### src/rtl/mcalu_sched.sv
// Two-port issue scheduler: DEPTH-entry circular queue feeding mcalu in enqueue order.
// Latency: enqueue-to-issue 1 cycle, no bypass. Backpressure: a port stalls when the queue lacks space; head holds on mcalu_stall.
module mcalu_sched #(
    parameter int DEPTH = 4
) (
    input  logic        clk,
    input  logic        rst,
    input  logic        exers0_valid,
    input  logic [4:0]  exers0_op,
    input  logic [6:0]  exers0_robid,
    input  logic [5:0]  exers0_rd,
    input  logic [31:0] exers0_op1,
    input  logic [31:0] exers0_op2,
    output logic        sched_stall0,
    input  logic        exers1_valid,
    input  logic [4:0]  exers1_op,
    input  logic [6:0]  exers1_robid,
    input  logic [5:0]  exers1_rd,
    input  logic [31:0] exers1_op1,
    input  logic [31:0] exers1_op2,
    output logic        sched_stall1,
    output logic        sched_mcalu_issue,
    output logic [4:0]  sched_mcalu_op,
    output logic [6:0]  sched_mcalu_robid,
    output logic [5:0]  sched_mcalu_rd,
    output logic [31:0] sched_mcalu_op1,
    output logic [31:0] sched_mcalu_op2,
    input  logic        mcalu_stall,
    input  logic        rob_flush
);
    localparam int PW = $clog2(DEPTH);
    localparam int CW = PW + 1;

    typedef struct packed {
        logic [4:0]  op;
        logic [6:0]  robid;
        logic [5:0]  rd;
        logic [31:0] op1;
        logic [31:0] op2;
    } entry_t;

    entry_t        mem_q [DEPTH];
    logic [PW-1:0] head_q, head_d, tail_q, tail_d, wr1_idx;
    logic [CW-1:0] count_q, count_d, free;
    logic          rr_q, rr_d;
    logic          acc0, acc1, contend, deq;
    entry_t        in0, in1, hd;

    assign in0 = '{op: exers0_op, robid: exers0_robid, rd: exers0_rd, op1: exers0_op1, op2: exers0_op2};
    assign in1 = '{op: exers1_op, robid: exers1_robid, rd: exers1_rd, op1: exers1_op1, op2: exers1_op2};

    // Space is judged on the registered count only; a same-cycle dequeue frees nothing.
    assign free    = CW'(DEPTH) - count_q;
    assign contend = ~rob_flush & exers0_valid & exers1_valid & (free == CW'(1));

    always_comb begin
        acc0 = 1'b0;
        acc1 = 1'b0;
        if (!rob_flush) begin
            if (free >= CW'(2)) begin
                acc0 = exers0_valid;
                acc1 = exers1_valid;
            end else if (free == CW'(1)) begin
                if (contend) begin
                    acc0 = ~rr_q;
                    acc1 = rr_q;
                end else begin
                    acc0 = exers0_valid;
                    acc1 = exers1_valid;
                end
            end
        end
    end

    assign sched_stall0      = exers0_valid & ~acc0 & ~rob_flush;
    assign sched_stall1      = exers1_valid & ~acc1 & ~rob_flush;
    assign sched_mcalu_issue = (count_q != '0) & ~rob_flush;
    assign deq               = sched_mcalu_issue & ~mcalu_stall;
    assign wr1_idx           = acc0 ? tail_q + PW'(1) : tail_q;

    always_comb begin
        head_d  = head_q + PW'(deq);
        tail_d  = tail_q + PW'(acc0) + PW'(acc1);
        count_d = count_q + CW'(acc0) + CW'(acc1) - CW'(deq);
        rr_d    = contend ? ~rr_q : rr_q;
        if (rob_flush) begin
            head_d  = '0;
            tail_d  = '0;
            count_d = '0;
        end
    end

    always_ff @(posedge clk) begin
        if (rst) begin
            head_q  <= '0;
            tail_q  <= '0;
            count_q <= '0;
            rr_q    <= 1'b0;
        end else begin
            head_q  <= head_d;
            tail_q  <= tail_d;
            count_q <= count_d;
            rr_q    <= rr_d;
        end
    end

    // Entry storage needs no reset; validity is tracked by count alone.
    always_ff @(posedge clk) begin
        if (acc0) mem_q[tail_q]  <= in0;
        if (acc1) mem_q[wr1_idx] <= in1;
    end

    assign hd                = mem_q[head_q];
    assign sched_mcalu_op    = hd.op;
    assign sched_mcalu_robid = hd.robid;
    assign sched_mcalu_rd    = hd.rd;
    assign sched_mcalu_op1   = hd.op1;
    assign sched_mcalu_op2   = hd.op2;
endmodule

### config.mk
export PLATFORM = sky130hd
export DESIGN_NAME = mcalu_sched
export DESIGN_NICKNAME = d
export VERILOG_FILES = /design/src/rtl/mcalu_sched.sv
export SDC_FILE = /design/constraint.sdc
export NUM_CORES = 1
export LEC_CHECK = 0
export BUFFER_PORTS_ARGS = -buffer_cell sky130_fd_sc_hd__buf_2
export CAP_MARGIN = 10
export CELL_PAD_IN_SITES_DETAIL_PLACEMENT = 1
export CELL_PAD_IN_SITES_GLOBAL_PLACEMENT = 1
export CORE_AREA = 2 2 142 282
export DETAILED_ROUTE_END_ITERATION = 8
export DIE_AREA = 0 0 144 284
export PLACE_DENSITY_LB_ADDON = 0.25
export SYNTH_ARGS = -nofsm -noshare
export SYNTH_HDL_FRONTEND = slang
export SYNTH_SLANG_ARGS = --single-unit
### constraint.sdc
create_clock -name clk -period 4 [get_ports clk]
set_clock_uncertainty 0.2 [all_clocks]
set_input_delay 0.8 -clock clk [delete_from_list [all_inputs] [get_ports clk]]
set_output_delay 0.8 -clock clk [all_outputs]
set_load 0.01 [all_outputs]
==> reports/results.tsv, run 1 <==
metric	value	unit
initial antenna violation count	7	
Hold Crit Start	rst	
total congestion overflow	0	
final setup margin	0.4117	ns
Syn-to-layout area delta	17.40	%
fraction of layout instances using a drive strength above 1	0.5737	
Hold Path Cell Cnt	2	
busiest layer in global routing	met2	
r2r worst-path depth	13	
number of warning messages in the yosys log	0	
reg-to-reg setup timing slack	0.69	ns
vias per cell	5.505	
Num CTS Buffers	30	
Finished Cell Area	19780	um^2
clock tree from TritonCTS	yes	
number of rows in the core area	102	
global routing usage on met1	0.2419	
drt initial violations	462	
met3 Resource Use GR	0.02683	
CTS Root Buffer Type	clkbuf_16	
worst IR drop on VDD	0.3480	mV
Synth async-reset ratio	0	
most frequently used flop master after synthesis	edfxtp_1	
leakage component of the power	7.067	nW
Critical Path Sink Type	primary output	
Total Routing Usage GR	0.2126	
number of global-route vias before repair	10570	
Resized cells post-CTS	0	
number of routed nets with antenna violations	0	
placeable core area	38670	um^2
data arrival at the endpoint of the critical path	2.59	ns
mean instance size in the synthesized netlist	19.30	um^2
pre-CTS setup slack	0.5899	ns
crit path max fanout	4	
I/O pin total	255	
WL final	42.75	mm
via count	9254	
hold buffers post-CTS	0	
first-pass detailed-route iteration total	5	
Tightest Pin Transition	0.6867	ns
Power Density	422.5	nW/um^2
Vert. Die Dim	284	um
number of distinct library cells after synthesis	36	
worst flop-to-flop path startpoint	count_q[0]	
count of state elements after synthesis	336	
number of nets in the layout	1314	
effective utilization at floorplan	0.4357	
area enclosed by the die boundary	40900	um^2
gate count of the mapped netlist	873	
synthesized area	16850	um^2
Total Power	8.358	mW
largest net degree at the start of global routing	49	
standard cell area after detailed placement	18810	um^2
final worst path period need	3.588	ns
RSZ-0062 raised after global routing	false	
met2 track demand over resource in global routing	0.4036	
syn nets	1056	
run status	completed	
Hold Crit Endpoint	head_q[1]	
wire length of the first global-routing pass	64.84	mm
Sink Count	336	
setup repair bufs after CTS	0	
die outline width	144	um
setup TNS after final layout	0	ns
worst min-delay path category	in2reg	
dpl cells	1619	
proportion of synthesized chip area in sequential cells	0.5940	
clock transition at the register clock pins on the worst setup and hold paths after CTS	0.07	ns
maximum buffer depth of the clock tree	3	
worst reg2reg endpoint	count_q[2]	
weighted congestion at the end of routability-driven global placement	0.7535	
placed wire-length estimate after detailed placement	27.48	mm
classification of the worst setup path	reg2out	
number of synthesized flops with an enable pin	328	
normalized max-slew margin	0.5422	
clock latency reported for the late side of the worst-skew pair	0.57	ns
Worst setup SP type	flop	
final hold violation count	0	
count of final setup violators	0	
number of port buffers	254	
remaining design rule violation count	0	
achievable frequency	0.2787	GHz
share of the clock period used by the worst path after layout	0.8971	
average detailed-routed wire length per instance	25.43	um
utilization of the core after routing	0.5116	
final std cells w/o fill	1681	
final-report max-slew violation count	0	
Max Cap Violations	0	
Worst EP required	3.00	ns
H-tree lvl count	1	
tightest hold margin	0.2782	ns
## per-layer routing
layer  part of all wire  wire length, um
met3              0.041             1735
met2               0.56            23980
met4              0.029             1226
met1               0.37            15800
met5            0.00030               13
## critical path: stages (launching register included)
cell,delay [ns]
dfxtp_1,0.39
inv_1,0.10
ha_1,0.21
ha_1,0.33
nor3b_1,0.31
o21ai_0,0.21
nor3_1,0.28
buf_2,0.19
## cell usage in the layout, fill, tap and decap left out, drive strengths merged, types with 4 or more instances in the layout
master and instances:
edfxtp 328, mux2 328, buf 281, mux4 82
clkbuf 35, clkinv 17, inv 12, ha 10
dfxtp 8, diode 7, nor3 6, nand3 5
nor2 4, nand2 4
## flip-flops by register name, summed over array words and instances (netlist names)
signal,cells
mem_q,328
count_q,3
head_q,2
tail_q,2
rr_q,1
## where the power goes
group / switching, mW / leakage (nW) / internal, mW
combinational: 0.649 / 3.52 / 0.604
clock: 1.30 / 0.470 / 1.59
sequential: 0.0594 / 3.07 / 4.15
total: 2.01 / 7.07 / 6.35
## area by class of cell
class / count / area, um^2
Fill cell: 3657 / 18890
Sequential cell: 336 / 10020
Multi-Input combinational cell: 470 / 6412
Timing Repair Buffer: 281 / 1687
Clock buffer: 35 / 790.8
Tap cell: 520 / 650.6
Clock inverter: 20 / 161.4
Inverter: 12 / 45.04
Antenna cell: 7 / 17.52
## how the worst max path moves through the flow
| stage | slack [ns] | endpoint | from |
|---|---|---|---|
| 2_1_floorplan | 0.41 | mem_q[3][0] | count_q[1] |
| 3_3_place_gp | 0.68 | count_q[2] | rob_flush |
| 3_5_place_dp | 0.59 | count_q[2] | rob_flush |
| 4_1_cts | 0.36 | sched_stall1 | count_q[1] |
| 5_1_grt | 0.18 | sched_stall1 | count_q[0] |
| 6_report | 0.41 | sched_stall1 | count_q[0] |
## synth_stat cells, drive strengths merged (2+ instances only)
cell / n / area share
buf: 52 / 0.026
and2: 3 / 0.0011
a21o: 3 / 0.0013
nor3b: 2 / 0.00089
dfxtp: 8 / 0.0095
fa: 3 / 0.0036
ha: 10 / 0.0074
mux2: 328 / 0.23
xor2: 2 / 0.0010
clkbuf: 3 / 0.00067
mux4: 82 / 0.11
xnor2: 3 / 0.0016
inv: 12 / 0.0027
nand3: 5 / 0.0015
nor2: 4 / 0.00089
edfxtp: 328 / 0.58
nor3: 6 / 0.0018
o41ai: 3 / 0.0029
nand2: 4 / 0.00089
## cells by family after synthesis
logic type	share of synthesized area
AO/OA/AOI/OAI	0.008614
XOR/XNOR	0.002599
adder cells (fa/ha/maj)	0.01099
AND/OR/NAND/NOR	0.01032
flip-flops	0.5940
multiplexers	0.3442
buffers and inverters	0.02926
(Power assumes the default switching activity.)
==> run 2, diff against run 1 <==
- ABC_AREA: not set -> 1
- CORE_AREA: 2 2 142 282 -> 2 2 197 238
- DIE_AREA: 0 0 144 284 -> 0 0 199 240
==> reports/results.tsv, run 2 <==
metric	value	unit	change
run status	completed		
number of distinct library cells after synthesis	26		-28%
Hold Crit Start	rst		
clock share of power	0.348		+0.002
Num CTS Buffers	37		+23%
number of warning messages in the yosys log	0		unchanged
leakage component of the power	8.555	nW	+21%
Max Cap Violations	0		unchanged
hold buffers post-CTS	0		unchanged
worst flop-to-flop path startpoint	count_q[1]		
placeable core area	45520	um^2	+18%
Resized cells post-CTS	0		unchanged
clock tree from TritonCTS	yes		
mean instance size in the synthesized netlist	8.902	um^2	-54%
largest registers ranked by flip-flop count	mem_q x328, count_q x3		
drt initial violations	1134		+150%
die outline width	199	um	+38%
area share of the largest cell type after synthesis	0.5480		-0.03654
synthesized area	17970	um^2	+6.7%
area enclosed by the die boundary	47760	um^2	+17%
vias per cell	5.891		+7.0%
standard cell area after detailed placement	19680	um^2	+4.6%
count of state elements after synthesis	336		unchanged
clock transition at the register clock pins on the worst setup and hold paths after CTS	0.06	ns	about the same
achievable frequency	0.2821	GHz	+1.2%
Sink Count	336		unchanged
utilization of the core after routing	0.4561		-0.05542
via count	16500		+78%
classification of the worst setup path	reg2out		
worst IR drop on VDD	0.3024	mV	-13%
most frequently used cell type in the post-synthesis netlist	nand2_1		
number of synthesized flops with an enable pin	328		unchanged
longest individual stage delay on the worst path	0.48	ns	+0.09 ns
number of rows in the core area	86		-16%
number of nets in the layout	2331		+77%
gate count of the mapped netlist	2019		+130%
worst reg2reg endpoint	mem_q[0][60]		
Power Density	433.0	nW/um^2	+2.5%
setup repair bufs after CTS	0		unchanged
wire length of the first global-routing pass	98.38	mm	+52%
switching power	2.659	mW	+32%
WL final	64.70	mm	+51%
normalized max-slew margin	0.2565		-0.2856
crit path max fanout	44		+40
reg-to-reg setup timing slack	0.57	ns	-0.12 ns
total congestion overflow	0		unchanged
effective utilization at floorplan	0.3949		-0.04086
cells along the critical path	inv_4, buf_4, o21ai_0, o22ai_1, buf_2		
Total Routing Usage GR	0.2676		+0.05501
share of the clock period used by the worst path after layout	0.8863		-0.01074
remaining design rule violation count	0		unchanged
largest net degree at the start of global routing	229		+370%
Critical Path Sink Type	primary output		
number of routed nets with antenna violations	0		unchanged
Hold Path Cell Cnt	2		unchanged
most frequently used flop master after synthesis	edfxtp_1		
Switching Fraction	0.2957		+0.05562
setup TNS after final layout	0	ns	unchanged
r2r worst-path depth	10		-3
maximum buffer depth of the clock tree	3		unchanged
worst min-delay path category	in2reg		
CTS Root Buffer Type	clkbuf_16		
average detailed-routed wire length per instance	23.11	um	-9.1%
Tightest Pin Transition	1.115	ns	+0.4285 ns
Worst EP required	3.00	ns	about the same
final hold violation count	0		unchanged
I/O pin total	255		unchanged
fraction of layout instances using a drive strength above 1	0.1654		-0.4082
clock latency reported for the late side of the worst-skew pair	0.53	ns	-0.04 ns
cell type contributing the most total cell area after synthesis	edfxtp_1		
placed wire-length estimate after detailed placement	36.11	mm	+31%
sequential cell fraction of total power	0.466		-0.038
Worst setup SP type	flop		
Finished Cell Area	20760	um^2	+5.0%
Syn-to-layout area delta	15.51	%	
Area contributors post-synth	edfxtp_1, nand2_1, nand4_1		
initial antenna violation count	15		+8
Hold Crit Endpoint	rr_q		
cell-internal power	6.332	mW	-0.30%
Comb pwr share	0.186		+0.036
register ranked first by flip-flop count	mem_q		
syn nets	2202		+110%
Vert. Die Dim	240	um	-15%
RSZ-0062 raised after global routing	false		
commonest non-fill, non-tap cells in the layout	nand2_1, nand4_1, edfxtp_1, buf_2, nor2_1		
most common library cell in the layout ignoring fill and taps	nand2_1		
proportion of synthesized chip area in sequential cells	0.5569		-0.03714
first-pass detailed-route iteration total	5		unchanged
weighted congestion at the end of routability-driven global placement	0.7646		+1.5%
cell types with the highest counts after synthesis	nand2_1, nand4_1, edfxtp_1		
Synth async-reset ratio	0		unchanged
data arrival at the endpoint of the critical path	2.55	ns	-0.04 ns
final worst path period need	3.545	ns	-0.04296 ns
Slowest-stage cell, CP	dfxtp_4		
flip-flop count of the largest register after layout	328		unchanged
final-report max-slew violation count	0		unchanged
number of port buffers	254		unchanged
H-tree lvl count	2		+1
count of final setup violators	0		unchanged
number of global-route vias before repair	17380		+64%
[run 2: changes by cell type after synthesis, moves of 7 or more]
cell / previous run / this run
nand2_1: 4 / 680
nand4_1: 0 / 329
mux2_2: 176 / 0
nor2_1: 4 / 173
o21ai_0: 1 / 164
buf_2: 13 / 126
mux2_1: 83 / 0
mux4_2: 82 / 0
o22ai_1: 0 / 82
mux2_4: 69 / 0
clkbuf_1: 3 / 60
buf_6: 28 / 0
buf_4: 4 / 11
[run 2: cells by family after synthesis]
logic type / count (synthesis) / share of synthesized area
AO/OA/AOI/OAI: 251 / 0.07623
XOR/XNOR: 2 / 0.0009748
adder cells (fa/ha/maj): 13 / 0.01030
buffers and inverters: 218 / 0.05660
flip-flops: 336 / 0.5569
AND/OR/NAND/NOR: 1199 / 0.2990
[run 2: final cells by class]
class                   instances  area [um^2]
diodes                         14        35.03
clock buffers                  45        955.9
clock inverters                16        95.09
fillers                      5300        24760
inverters                      19        73.82
multi-input cells            1465         7057
flip-flops and latches        336        10010
well taps                     616        770.7
repair buffers                289         1759
[run 2: per-stage QoR]
stage | setup WS, ns | total power [mW] | hold WS, ns | std cells
after detailed placement | 0.6228 | 5.925 | 0.2974 | 2725
after CTS | 0.4230 | 9.021 | 0.2439 | 2786
after global placement | 0.7274 | 5.859 | 0.2865 | 2725
after global routing | 0.2572 | 9.302 | 0.2648 | 2797
after floorplan | 0.4037 | 5.218 | 0.2645 | 2019
final | 0.4547 | 8.991 | 0.2641 | 2800
[run 2: power groups by stage]
stage	registers, mW	logic [mW]	clock network [mW]
final	4.19	1.67	3.13
after global routing	4.20	1.81	3.29
after CTS	4.19	1.67	3.16
after detailed placement	4.26	1.66	0
after global placement	4.25	1.61	0
after floorplan	4.25	0.967	0
[run 2: how the worst max path moves through the flow]
| stage | startpoint | end | slack, ns |
|---|---|---|---|
| floorplan | count_q[1] | mem_q[1][0] | 0.40 |
| global placement | exers0_valid | mem_q[1][52] | 0.73 |
| detailed placement | exers0_valid | mem_q[0][71] | 0.62 |
| CTS | head_q[0] | sched_mcalu_op2[10] | 0.42 |
| global route | head_q[0] | sched_mcalu_op2[10] | 0.26 |
| finish | head_q[0] | sched_mcalu_op2[10] | 0.45 |
[run 2: layer usage]
layer  routed length, um  global-route usage  vias to the layer above
met5                  34                   0                        -
met4                2067              0.1110                        6
met3                3492             0.03282                      122
met2               32720              0.4714                      530
met1               26380              0.3311                     8334
li1                    -                   -                     7504
[run 2: critical path: cells and delay by family, from the launching register on]
kind | cells | cell delay, ns
buffers and inverters | 3 | 1.07
DFF | 1 | 0.48
AOI/OAI and AO/OA | 2 | 0.44
